`src/rtl/comm_serial_tx_if.sv`:
```
// Handshake and serial-line bundle for comm_serial_tx.
// The master side requests frames; the slave side is the transmitter.
interface comm_serial_tx_if #(
  parameter int DATA_W = 7
);
  logic              tx_start;
  logic [DATA_W-1:0] tx_data;
  logic              tx_busy;
  logic              tx_done;
  logic              data_out;
  logic              lock;

  modport master (
    output tx_start, tx_data,
    input  tx_busy, tx_done, data_out, lock
  );

  modport slave (
    input  tx_start, tx_data,
    output tx_busy, tx_done, data_out, lock
  );
endinterface

```
`src/rtl/comm_serial_tx.sv`:
```
// Parallel-to-serial transmitter: MSB first on data_out, with an active-low
// lock strobe asserted once per bit for a receiver shifting while !lock.
//
// state   | meaning
// S_IDLE  | waiting for tx_start; lock high, data_out low
// S_SHIFT | holding shreg MSB on data_out for BIT_CYCLES cycles per bit
// S_GAP   | lock high for GAP_CYCLES cycles before returning with tx_done
module comm_serial_tx #(
  parameter int DATA_W     = 7,
  parameter int BIT_CYCLES = 1,
  parameter int GAP_CYCLES = 2
) (
  input  logic              i_sys_clk,
  input  logic              i_reset,
  comm_serial_tx_if.slave   s_tx
);
  localparam int CW = (BIT_CYCLES > 1) ? $clog2(BIT_CYCLES) : 1;
  localparam int BW = (DATA_W > 1) ? $clog2(DATA_W) : 1;
  localparam int GW = (GAP_CYCLES > 1) ? $clog2(GAP_CYCLES) : 1;
  localparam logic [CW-1:0] CYC_LAST = CW'(BIT_CYCLES - 1);
  localparam logic [BW-1:0] BIT_LAST = BW'(DATA_W - 1);
  localparam logic [GW-1:0] GAP_LAST = GW'(GAP_CYCLES - 1);

  typedef enum logic [1:0] {S_IDLE, S_SHIFT, S_GAP} state_t;

  state_t            r_state, w_state_nxt;
  logic [DATA_W-1:0] r_shreg, w_shreg_nxt;
  logic [BW-1:0]     r_bit_cnt, w_bit_cnt_nxt;
  logic [CW-1:0]     r_cyc_cnt, w_cyc_cnt_nxt;
  logic [GW-1:0]     r_gap_cnt, w_gap_cnt_nxt;
  logic              w_done_nxt;
  logic              r_data_out, r_lock, r_busy, r_done;

  always_comb begin
    w_state_nxt   = r_state;
    w_shreg_nxt   = r_shreg;
    w_bit_cnt_nxt = r_bit_cnt;
    w_cyc_cnt_nxt = r_cyc_cnt;
    w_gap_cnt_nxt = r_gap_cnt;
    w_done_nxt    = 1'b0;
    case (r_state)
      S_IDLE: begin
        if (s_tx.tx_start) begin
          w_shreg_nxt   = s_tx.tx_data;
          w_bit_cnt_nxt = '0;
          w_cyc_cnt_nxt = '0;
          w_state_nxt   = S_SHIFT;
        end
      end
      S_SHIFT: begin
        if (r_cyc_cnt == CYC_LAST) begin
          w_shreg_nxt   = {r_shreg[DATA_W-2:0], 1'b0};
          w_cyc_cnt_nxt = '0;
          if (r_bit_cnt == BIT_LAST) begin
            w_bit_cnt_nxt = '0;
            w_gap_cnt_nxt = GAP_LAST;
            w_state_nxt   = S_GAP;
          end else begin
            w_bit_cnt_nxt = r_bit_cnt + BW'(1);
          end
        end else begin
          w_cyc_cnt_nxt = r_cyc_cnt + CW'(1);
        end
      end
      S_GAP: begin
        // gap timer runs down and terminates at zero
        if (r_gap_cnt == '0) begin
          w_state_nxt = S_IDLE;
          w_done_nxt  = 1'b1;
        end else begin
          w_gap_cnt_nxt = r_gap_cnt - GW'(1);
        end
      end
      default: w_state_nxt = S_IDLE;
    endcase
  end

  // Outputs are registered from next-state values so lock and data_out
  // change on the same edge and stay stable through the lock-low cycle.
  always_ff @(posedge i_sys_clk or negedge i_reset) begin
    if (!i_reset) begin
      r_state    <= S_IDLE;
      r_shreg    <= '0;
      r_bit_cnt  <= '0;
      r_cyc_cnt  <= '0;
      r_gap_cnt  <= '0;
      r_data_out <= 1'b0;
      r_lock     <= 1'b1;
      r_busy     <= 1'b0;
      r_done     <= 1'b0;
    end else begin
      r_state    <= w_state_nxt;
      r_shreg    <= w_shreg_nxt;
      r_bit_cnt  <= w_bit_cnt_nxt;
      r_cyc_cnt  <= w_cyc_cnt_nxt;
      r_gap_cnt  <= w_gap_cnt_nxt;
      r_data_out <= (w_state_nxt == S_SHIFT) & w_shreg_nxt[DATA_W-1];
      r_lock     <= !((w_state_nxt == S_SHIFT) && (w_cyc_cnt_nxt == CYC_LAST));
      r_busy     <= (w_state_nxt != S_IDLE);
      r_done     <= w_done_nxt;
    end
  end

  assign s_tx.data_out = r_data_out;
  assign s_tx.lock     = r_lock;
  assign s_tx.tx_busy  = r_busy;
  assign s_tx.tx_done  = r_done;
endmodule
```
`src/flat_wrapper.sv`:
```
// flat-port wrapper written by rule: the top's interface ports become plain ports
module comm_serial_tx_flat 
#(
  parameter int DATA_W     = 7,
  parameter int BIT_CYCLES = 1,
  parameter int GAP_CYCLES = 2
)
  (i_sys_clk, i_reset, s_tx_tx_start, s_tx_tx_data, s_tx_tx_busy, s_tx_tx_done, s_tx_data_out, s_tx_lock);
  comm_serial_tx_if #(.DATA_W(DATA_W)) s_tx_i ();
  input  logic i_sys_clk;
  input  logic i_reset;
  input wire logic [$bits(s_tx_i.tx_start)-1:0] s_tx_tx_start;
  input wire logic [$bits(s_tx_i.tx_data)-1:0] s_tx_tx_data;
  output wire logic [$bits(s_tx_i.tx_busy)-1:0] s_tx_tx_busy;
  output wire logic [$bits(s_tx_i.tx_done)-1:0] s_tx_tx_done;
  output wire logic [$bits(s_tx_i.data_out)-1:0] s_tx_data_out;
  output wire logic [$bits(s_tx_i.lock)-1:0] s_tx_lock;
  assign s_tx_i.tx_start = s_tx_tx_start;
  assign s_tx_i.tx_data = s_tx_tx_data;
  assign s_tx_tx_busy = s_tx_i.tx_busy;
  assign s_tx_tx_done = s_tx_i.tx_done;
  assign s_tx_data_out = s_tx_i.data_out;
  assign s_tx_lock = s_tx_i.lock;
  comm_serial_tx #(.DATA_W(DATA_W), .BIT_CYCLES(BIT_CYCLES), .GAP_CYCLES(GAP_CYCLES)) u_core (.i_sys_clk(i_sys_clk), .i_reset(i_reset), .s_tx(s_tx_i));
endmodule
```
`config.mk`:
```
export PLATFORM = sky130hd
export DESIGN_NAME = comm_serial_tx_flat
export DESIGN_NICKNAME = d
export VERILOG_FILES = /design/src/rtl/comm_serial_tx_if.sv /design/src/rtl/comm_serial_tx.sv /design/src/flat_wrapper.sv
export SDC_FILE = /design/constraint.sdc
export NUM_CORES = 1
export LEC_CHECK = 0
export BUFFER_PORTS_ARGS = -buffer_cell sky130_fd_sc_hd__buf_2
export CAP_MARGIN = 20
export CORE_MARGIN = 10
export CORE_UTILIZATION = 40
export CTS_CLUSTER_DIAMETER = 60
export DETAILED_ROUTE_END_ITERATION = 16
export GPL_TIMING_DRIVEN = 0
export SYNTH_ARGS = -nofsm -noshare
export SYNTH_HDL_FRONTEND = slang
export SYNTH_SLANG_ARGS = --single-unit
```
`constraint.sdc`:
```
create_clock -name i_sys_clk -period 1.7 [get_ports i_sys_clk]
set_input_delay 0.17 -clock i_sys_clk [delete_from_list [all_inputs] [get_ports i_sys_clk]]
set_output_delay 0.17 -clock i_sys_clk [all_outputs]
set_load 0.02 [all_outputs]
```
==> impl_metrics.ini, run 1 <==
[global_route]
grt_overflow = 0
grt_pass1_wl_um = 3263
antenna_found_initial = 0
grt_max_degree = 19
first_global_vias = 737
grtUsageTotal_pct = 9.222

[sta]
tightestPinTransition_ns = 0.4037
fin_crit_ns = 1.763
hold_violations = 0
period_share_pct = 103.7
maxSlewViolCount = 0
slew_headroom_pct = 73.09
setup_viol = 5
fmax_ghz = 0.5672
fin_skew_ns = 0.01060
grt_setup_unrepaired = true
final.setup.worst_slack_ns = -0.06304

[floorplanning]
coreArea_um2 = 2170
start_util_pct = 41.58
rows = 17
die_area_um2 = 4555
die_w_um = 67.49
io_pins = 14
die-height_um = 67.49

[clock_network]
cts_tree = done
clockBufferDepth = 2
cts.sinks = 18
htreeDepth = 1
cts_root_buf = clkbuf_4
cts-buffers-inserted = 3
clk_pin_slew_ns = 0.10
insertion_delay_ns = 0.29

[worst_setup_path]
cp.arrival_ns = 1.97
crit_fanout = 7
critPathCaptureType = flop
critPathMaxStageDelay_ns = 0.42
crit_chain = inv_2 -> ha_4 -> nor2b_4 -> or3b_4 -> a222oi_1 -> buf_4 -> nor3_2
critPathBufInv = 2
cp.required_ns = 1.90
startpoint_type = flop
critPathKind = reg -> reg
critPathSlowestCell = dfrtp_1
path_delay_family = simple AND/OR/NAND/NOR gates

[cells_and_area]
drive_gt1_share_pct = 45.30
nets = 132
synthToLayoutAreaGrowth_pct = 37.03
final_util_pct = 56.98
n_fill_cell = 206
layout_commonest_cell = dfrtp_1
layout_common_cells = 17 x dfrtp_1, 14 x buf_4, 13 x buf_2
n_antenna_cell = 0

[outcome]
status = finished, violations left
violations = setup timing

[power_and_ir_drop]
power.leakage_nw = 0.5858
p_sw_mw = 0.8505
p_int_mw = 1.321
combPwrFrac_pct = 56.9
switching_share_pct = 39.16
ir_drop_mv = 0.8628
seq_power_share_pct = 33.1
clkPwrFrac_pct = 10.1
p_per_area_nw_per_um2 = 1757

[detailed_routing]
viasPerCell = 5.083
post-route-drc-count = 0
drtIter0Drc = 39
antenna_left = 0
dr.pass1.iters = 4
wire_per_inst_um = 13.00
vias = 737
totalWireLength_um = 1885

[logic_synthesis]
synthArstFlopShare_pct = 100.0
syn_inst = 89
synth_ff_type = dfrtp_1
synth_edf_count = 0
synth-seq-cells = 18
yosys.area.top_type = dfrtp_1
yosys.cell_types.count = 33
yosysSeqAreaShare_pct = 50.07
synth_nets = 103
avgSynthCellArea_um2 = 10.14
syn_area_um2 = 902.1
netlist_top_cells_area = dfrtp_1 47%, ha_1 5.5%, a221oi_1 4.9%
synth_top_area_share_pct = 47.16
synth_warnings = 0

[placed_design]
gp_congestion = 0.7442
portBuffers = 13
dp_slack_ns = -0.3631
dp_hpwl_um = 1396

[run]
cap_violations = 0

[min_path]
min_path_type = in -> reg
==> flip-flops by register name (all words and copies together) (netlist names) <==
register / flops
u_core.r_shreg: 7
u_core.r_bit_cnt: 3
u_core.r_state: 2
u_core.r_cyc_cnt: 1
u_core.r_gap_cnt: 1
u_core.s_tx.data_out: 1
u_core.s_tx.lock: 1
u_core.s_tx.tx_busy: 1
u_core.s_tx.tx_done: 1
==> through the flow <==
stage | total power [mW] | setup TNS [ns] | hold WS [ns] | area, um^2 | instances
6_report | 2.172 | -0.1370 | 0.1125 | 1236 | 145
5_1_grt | 2.367 | -0.8665 | 0.1203 | 1236 | 145
4_1_cts | 2.025 | -0.2099 | 0.1051 | 1151 | 141
3_5_place_dp | 1.544 | -2.110 | 0.1279 | 1005 | 130
3_3_place_gp | 1.523 | -2.021 | 0.1256 | 1005 | 130
2_1_floorplan | 1.343 | -0.2156 | -0.1256 | 904.6 | 89
==> path summary, 6_finish.rpt <==
path,from,end,slack [ns],cells after the start
max,u_core.r_state[0],u_core.s_tx.data_out,-0.06,7
min reg2reg,u_core.r_gap_cnt,u_core.s_tx.tx_done,0.50,1
max in group asynchronous,i_reset,u_core.s_tx.lock,1.05,2
max reg2reg,u_core.r_state[0],u_core.s_tx.data_out,-0.06,7
min,s_tx_tx_data[1],u_core.r_shreg[1],0.11,3
min in group asynchronous,i_reset,u_core.s_tx.data_out,0.32,2
==> timing repair <==
item | in CTS | in global routing
pin swaps | 4 | 11
resized for setup | 15 | 11
hold buffers | 1 | 0
hold endpoints to repair | 17 | 0
gates cloned | 0 | 0
setup buffers | 9 | 5
endpoints found under the setup margin | 12 | 11
==> Yosys cell counts, types with 2 or more instances <==
library cell and n:
and2_1 2, o21ai_0 2, nor3_1 2, o22ai_1 2, nand2_1 7, nor2b_1 2
o31ai_1 2, dfrtp_1 17, nor2_1 11, inv_1 9, a21oi_1 4, a221oi_1 5
ha_1 4
==> cell families (layout without fill, tap and decap cells) <==
logic type               Yosys count  after routing  synth area share, %
AO/OA/AOI/OAI                     20             20                16.09
XOR/XNOR                           1              1               0.9711
adder cells (fa/ha/maj)            4              4                5.548
buffers and inverters             13             41                6.517
flip-flops                        18             18                50.07
multiplexers                       2              2                2.358
AND/OR/NAND/NOR                   31             31                18.45
==> area by class of cell <==
type	instances	area, um^2	share of cell area (%)
timing repair buffer	28	180.2	14.57
multi-input combinational	58	509.2	41.19
sequential	18	451.7	36.54
clock buffer	4	26.28	2.125
inverter	9	33.78	2.733
tap	28	35.03	2.834
==> power groups by stage <==
stage / Clock [mW] / Combinational (mW) / Sequential (mW)
after floorplan: 0 / 0.615 / 0.727
after global placement: 0 / 0.826 / 0.697
after detailed placement: 0 / 0.836 / 0.708
after CTS: 0.231 / 1.09 / 0.706
after global routing: 0.249 / 1.38 / 0.743
final: 0.219 / 1.23 / 0.718
==> worst min-delay path: cells and delay by family <==
| family | cells | cell delay, ns |
|---|---|---|
| AO/OA/AOI/OAI | 1 | 0.05 |
| AND/OR/NAND/NOR | 1 | 0.07 |
| buffers and inverters | 1 | 0.09 |
==> layer usage <==
layer	routed length (um)	part of all wire (%)	GRT usage [%]
met5	0	0	0
met4	34	1.8	4.615
met3	126	6.7	3.802
met2	907	48	14.44
met1	816	43	10.62
No activity file was read; power rests on OpenSTA's default activity.
==> inputs of run 2 (changes only) <==
- CORE_UTILIZATION: 40 -> 48
- PLACE_DENSITY: unset -> 0.72
==> run 2 against run 1 <==
Critical path depth increased by 1. Largest power group unchanged. First-iteration DRC count decreased by 51%. Wire length increased by 14%. The run still ends with setup timing left. Power decreased by 6.7%. Combinational power decreased by 11%. Via count increased by 0.54%. Clock power about the same. Utilization increased by 9.8 points. Critical endpoint is now u_core.s_tx.lock. Critical path type unchanged. Sequential share of layout area increased by 2.3 points. Sequential power decreased by 0.7%.
==> impl_metrics.ini, run 2 (synthesis gave the netlist of run 1 again) <==
[placed_design]
dp_hpwl_um = 1349
place_area_um2 = 1001
portBuffers = 13
dp_slack_ns = -0.3444
gp_congestion = 0.7684
place_inst = 127

[cells_and_area]
top_register = u_core.r_shreg
n_antenna_cell = 0
layout_common_cells = 16 x dfrtp_1, 13 x buf_2, 10 x nor2_1
nets = 128
synthToLayoutAreaGrowth_pct = 29.27
final_cell_area_um2 = 1166
largest_register_ffs = 7
top_regs = u_core.r_shreg (7), u_core.r_bit_cnt (3), u_core.r_state (2)
layout_commonest_cell = dfrtp_1
drive_gt1_share_pct = 38.94
finalNonFillerCells = 138
final_util_pct = 66.81

[worst_setup_path]
critPathMaxStageDelay_ns = 0.39
crit_fanout = 7
critPathBufInv = 3
critPathSlowestCell = dfrtp_1
path_delay_family = simple AND/OR/NAND/NOR gates
r2r_start = u_core.r_state[1]
critPathCaptureType = flop
critPathKind = reg -> reg
r2r_slack_ns = -0.11
startpoint_type = flop
crit_chain = inv_2 -> ha_4 -> buf_6 -> buf_4 -> and2b_4 -> a41oi_2 -> nor3_4 -> or3_1
cp.arrival_ns = 2.03
cp.required_ns = 1.92
r2r-end = u_core.s_tx.lock
r2r_cells = 8

[power_and_ir_drop]
p_int_mw = 1.215
power.leakage_nw = 0.5622
seq_power_share_pct = 35.2
ir_drop_mv = 0.8696
finalPower_mw = 2.027
switching_share_pct = 40.09
combPwrFrac_pct = 53.9
clkPwrFrac_pct = 10.9
p_per_area_nw_per_um2 = 1739
p_sw_mw = 0.8127

[detailed_routing]
dr.pass1.iters = 4
post-route-drc-count = 0
vias = 741
wire_per_inst_um = 15.55
viasPerCell = 5.370
totalWireLength_um = 2146
antenna_left = 0
drtIter0Drc = 19

[clock_network]
cts_tree = done
clockBufferDepth = 2
cts_root_buf = clkbuf_4
cts-buffers-inserted = 3
htreeDepth = 1
clk_pin_slew_ns = 0.10
insertion_delay_ns = 0.30
cts.sinks = 18

[global_route]
grtUsageTotal_pct = 10.53
antenna_found_initial = 0
grt_max_degree = 19
grt_overflow = 0
first_global_vias = 747
grt_pass1_wl_um = 3443

[sta]
period_share_pct = 106.3
fmax_ghz = 0.5535
whs_ns = 0.1187
tns_ns = -0.2663
fin_skew_ns = 0.007366
setup_viol = 4
maxSlewViolCount = 0
hold_violations = 0
tightestPinTransition_ns = 0.4275
fin_crit_ns = 1.807
grt_setup_unrepaired = true
final.setup.worst_slack_ns = -0.1065
slew_headroom_pct = 71.38

[floorplanning]
start_util_pct = 51.68
rows = 15
die-height_um = 63.35
io_pins = 14
coreArea_um2 = 1745
die_area_um2 = 4013
die_w_um = 63.35

[min_path]
min_path_type = in -> reg
hold_start = s_tx_tx_data[6]
min_to = u_core.r_shreg[6]
hold_depth = 3

[run]
cap_violations = 0

[outcome]
violations = setup timing
status = finished, violations left
[run 2: cell types whose count changed in the layout (fill, tap and decap cells not counted), sizes merged]
| cell | change |
|---|---|
| buf | -4 |
[run 2: worst max path at each step]
stage	from	to	slack [ns]	cells past startpoint
floorplan	u_core.r_state[1]	u_core.s_tx.data_out	-0.12	8
global placement	u_core.r_state[1]	u_core.s_tx.data_out	-0.30	8
detailed placement	u_core.r_state[1]	u_core.s_tx.data_out	-0.34	8
CTS	u_core.r_state[0]	u_core.s_tx.data_out	-0.08	6
global route	u_core.r_state[1]	u_core.s_tx.data_out	-0.17	7
finish	u_core.r_state[1]	u_core.s_tx.lock	-0.11	8
[run 2: worst register-to-register path: cells and delay by family, from the launching register on]
kind | cells | cell delay (ns)
AO/OA/AOI/OAI | 1 | 0.28
adder cells (fa/ha/maj) | 1 | 0.16
buffers and inverters | 3 | 0.33
flip-flops | 1 | 0.39
AND/OR/NAND/NOR | 3 | 0.58
[run 2: repair_timing]
item,4_1_cts,5_1_grt
buffers inserted,4,5
pin swaps,6,5
gates resized for setup,13,8
hold buffers,1,0
setup endpoints to repair,12,12
gates cloned,0,0
endpoints found under the hold margin,17,0
[run 2: layer usage]
metal | GRT usage [%] | vias up | part of all wire [%]
li1 | - | 357 | -
met1 | 11.81 | 354 | 43
met2 | 16.71 | 25 | 50
met3 | 4.417 | 5 | 5.8
met4 | 5.191 | 0 | 1.3
met5 | 0 | - | 0
[run 2: cell type report]
class,instances,area (um^2)
inverter,9,33.78
tap,25,31.28
multi-input combinational,58,467.9
clock buffer,4,26.28
fill,138,579.3
buffer,1,11.26
sequential,18,452.9
timing repair buffer,23,142.6
[run 2: power by group through the flow]
stage	Clock, mW	Sequential, mW	Combinational (mW)
after floorplan	0	0.727	0.615
after global placement	0	0.697	0.818
after detailed placement	0	0.706	0.844
after CTS	0.229	0.701	0.942
after global routing	0.262	0.733	1.19
final	0.222	0.713	1.09
==> inputs of run 3 (changes only) <==
- CELL_PAD_IN_SITES_DETAIL_PLACEMENT: unset -> 1
- CELL_PAD_IN_SITES_GLOBAL_PLACEMENT: unset -> 2
- CORE_ASPECT_RATIO: unset -> 1.1
- CORE_UTILIZATION: 48 -> 31
- PLACE_DENSITY: 0.72 -> unset
- PLACE_DENSITY_LB_ADDON: unset -> 0.1
==> run 3 against run 2 <==
The flow still finishes with violations (setup timing). Combinational power grew 20%. First-iteration DRC count shrank 11%. Clock power grew 22%. Sequential power grew 1%. Critical path type unchanged. Largest power group unchanged.
==> impl_metrics.ini, run 3 (synthesis gave the netlist of run 1 again) <==
[worst_setup_path]
path_delay_family = simple AND/OR/NAND/NOR gates
crit_chain = buf_4 -> buf_4 -> ha_1 -> a211oi_1 -> nor3_4 -> or3_1
cp.required_ns = 1.93
r2r_slack_ns = -0.14
critPathMaxStageDelay_ns = 0.43
critPathKind = reg -> reg
startpoint_type = flop
r2r_start = u_core.r_state[1]
worstSetupStartpoint = u_core.r_state[1]
cpMostUsedCell = buf_4
r2r-end = u_core.s_tx.lock
critPathBufInv = 2
cp.arrival_ns = 2.07
r2r_cells = 6
crit_fanout = 4
critPathCaptureType = flop
critPathSlowestCell = dfrtp_1

[sta]
tightestPinTransition_ns = 0.4336
fin_skew_ns = 0.007342
final.setup.worst_slack_ns = -0.1418
fmax_ghz = 0.5430
fin_crit_ns = 1.842
whs_ns = 0.1128
setup_viol = 10
maxSlewViolCount = 0
period_share_pct = 108.3
grt_setup_unrepaired = true
slew_headroom_pct = 70.85
hold_violations = 0

[clock_network]
cts_tree = done
htreeDepth = 1
cts_root_buf = clkbuf_4
cts.sinks = 18
insertion_delay_ns = 0.30
cts-buffers-inserted = 3
clockBufferDepth = 2
clk_pin_slew_ns = 0.11

[min_path]
min_path_type = in -> reg
hold_depth = 3
hold_start = s_tx_tx_data[2]
min_to = u_core.r_shreg[2]

[power_and_ir_drop]
ir_drop_mv = 0.7225
finalPower_mw = 2.299
power.leakage_nw = 0.6047
p_per_area_nw_per_um2 = 1820

[detailed_routing]
totalWireLength_um = 2348
dr.pass1.iters = 4
topRoutingLayerUsed = met4
met2WireLength_um = 1278
viasPerCell = 5.153
route.met3.wl_um = 97
post-route-drc-count = 0
drtIter0Drc = 17
antenna_left = 0
vias = 773
wire_per_inst_um = 15.65
wl_met1_um = 935

[cells_and_area]
layout_commonest_cell = dfrtp_1
largest_register_ffs = 7
top_register = u_core.r_shreg
n_fill_cell = 319
nets = 132
n_antenna_cell = 0
top_regs = u_core.r_shreg (7), u_core.r_bit_cnt (3), u_core.r_state (2)
drive_gt1_share_pct = 46.15
seqCellArea_um2 = 452.9
layout_common_cells = 16 x dfrtp_1, 13 x buf_2, 12 x buf_4
multi_input_area_um2 = 503.0
synthToLayoutAreaGrowth_pct = 40.08

[global_route]
grtUsageTotal_pct = 8.442
grt_max_degree = 19
first_global_vias = 832
grt_pass1_wl_um = 3891
antenna_found_initial = 0
grt_overflow = 0

[placed_design]
portBuffers = 13
dp_hpwl_um = 1549
gp_congestion = 0.7232

[floorplanning]
start_util_pct = 32.48
io_pins = 14
rows = 20
coreArea_um2 = 2778
die_area_um2 = 5470
die-height_um = 76.58
die_w_um = 71.44

[outcome]
status = finished, violations left
violations = setup timing

[run]
cap_violations = 0
run 3: through the flow:
step           instances  setup slack, ns  instance area, um^2  TNS, ns  utilization (%)
3_3_place_gp         135          -0.3447                 1011   -2.423            36.40
4_1_cts              146          -0.1255                 1187  -0.8072            42.75
2_1_floorplan         89          -0.1201                904.6  -0.2156                -
5_1_grt              150          -0.2269                 1264   -1.814            45.50
6_report             150          -0.1418                 1264  -0.9580            45.50
3_5_place_dp         135          -0.3848                 1011   -2.682            36.40
run 3: what timing repair did:
action,CTS,global route
hold endpoints to repair,17,0
gates resized for setup,18,11
hold buffers,1,0
endpoints found under the setup margin,13,12
pin swaps,5,5
setup buffers,9,5
run 3: tightest hold or removal path: stages:
cell and delay, ns:
buf_2 0.09, a221oi_2 0.05, nor2_1 0.07
run 3: layer usage:
| layer | up-vias | track usage, % |
|---|---|---|
| li1 | 368 | - |
| met1 | 388 | 9.139 |
| met2 | 13 | 15.37 |
| met3 | 4 | 2.214 |
| met4 | 0 | 2.326 |
| met5 | - | 0 |
run 3: area by class of cell:
cell class | count | share of cell area, %
multi-input cells | 58 | 39.80
flip-flops and latches | 18 | 35.84
repair buffers | 28 | 15.54
well taps | 33 | 3.267
clock buffers | 4 | 2.871
inverters | 9 | 2.673
run 3: where the power goes:
part	internal (mW)	total, mW	switching (mW)	leakage (nW)
clock	0.131	0.270	0.140	0.0210
combinational	0.665	1.31	0.641	0.364
sequential	0.605	0.723	0.118	0.220
run 3: worst max-delay path by stage:
stage	endpoint	slack, ns	depth (start not counted)
after global routing	u_core.s_tx.lock	-0.23	6
after floorplan	u_core.s_tx.data_out	-0.12	8
after CTS	u_core.s_tx.data_out	-0.13	7
final	u_core.s_tx.lock	-0.14	6
after detailed placement	u_core.s_tx.data_out	-0.38	8
after global placement	u_core.s_tx.data_out	-0.34	8
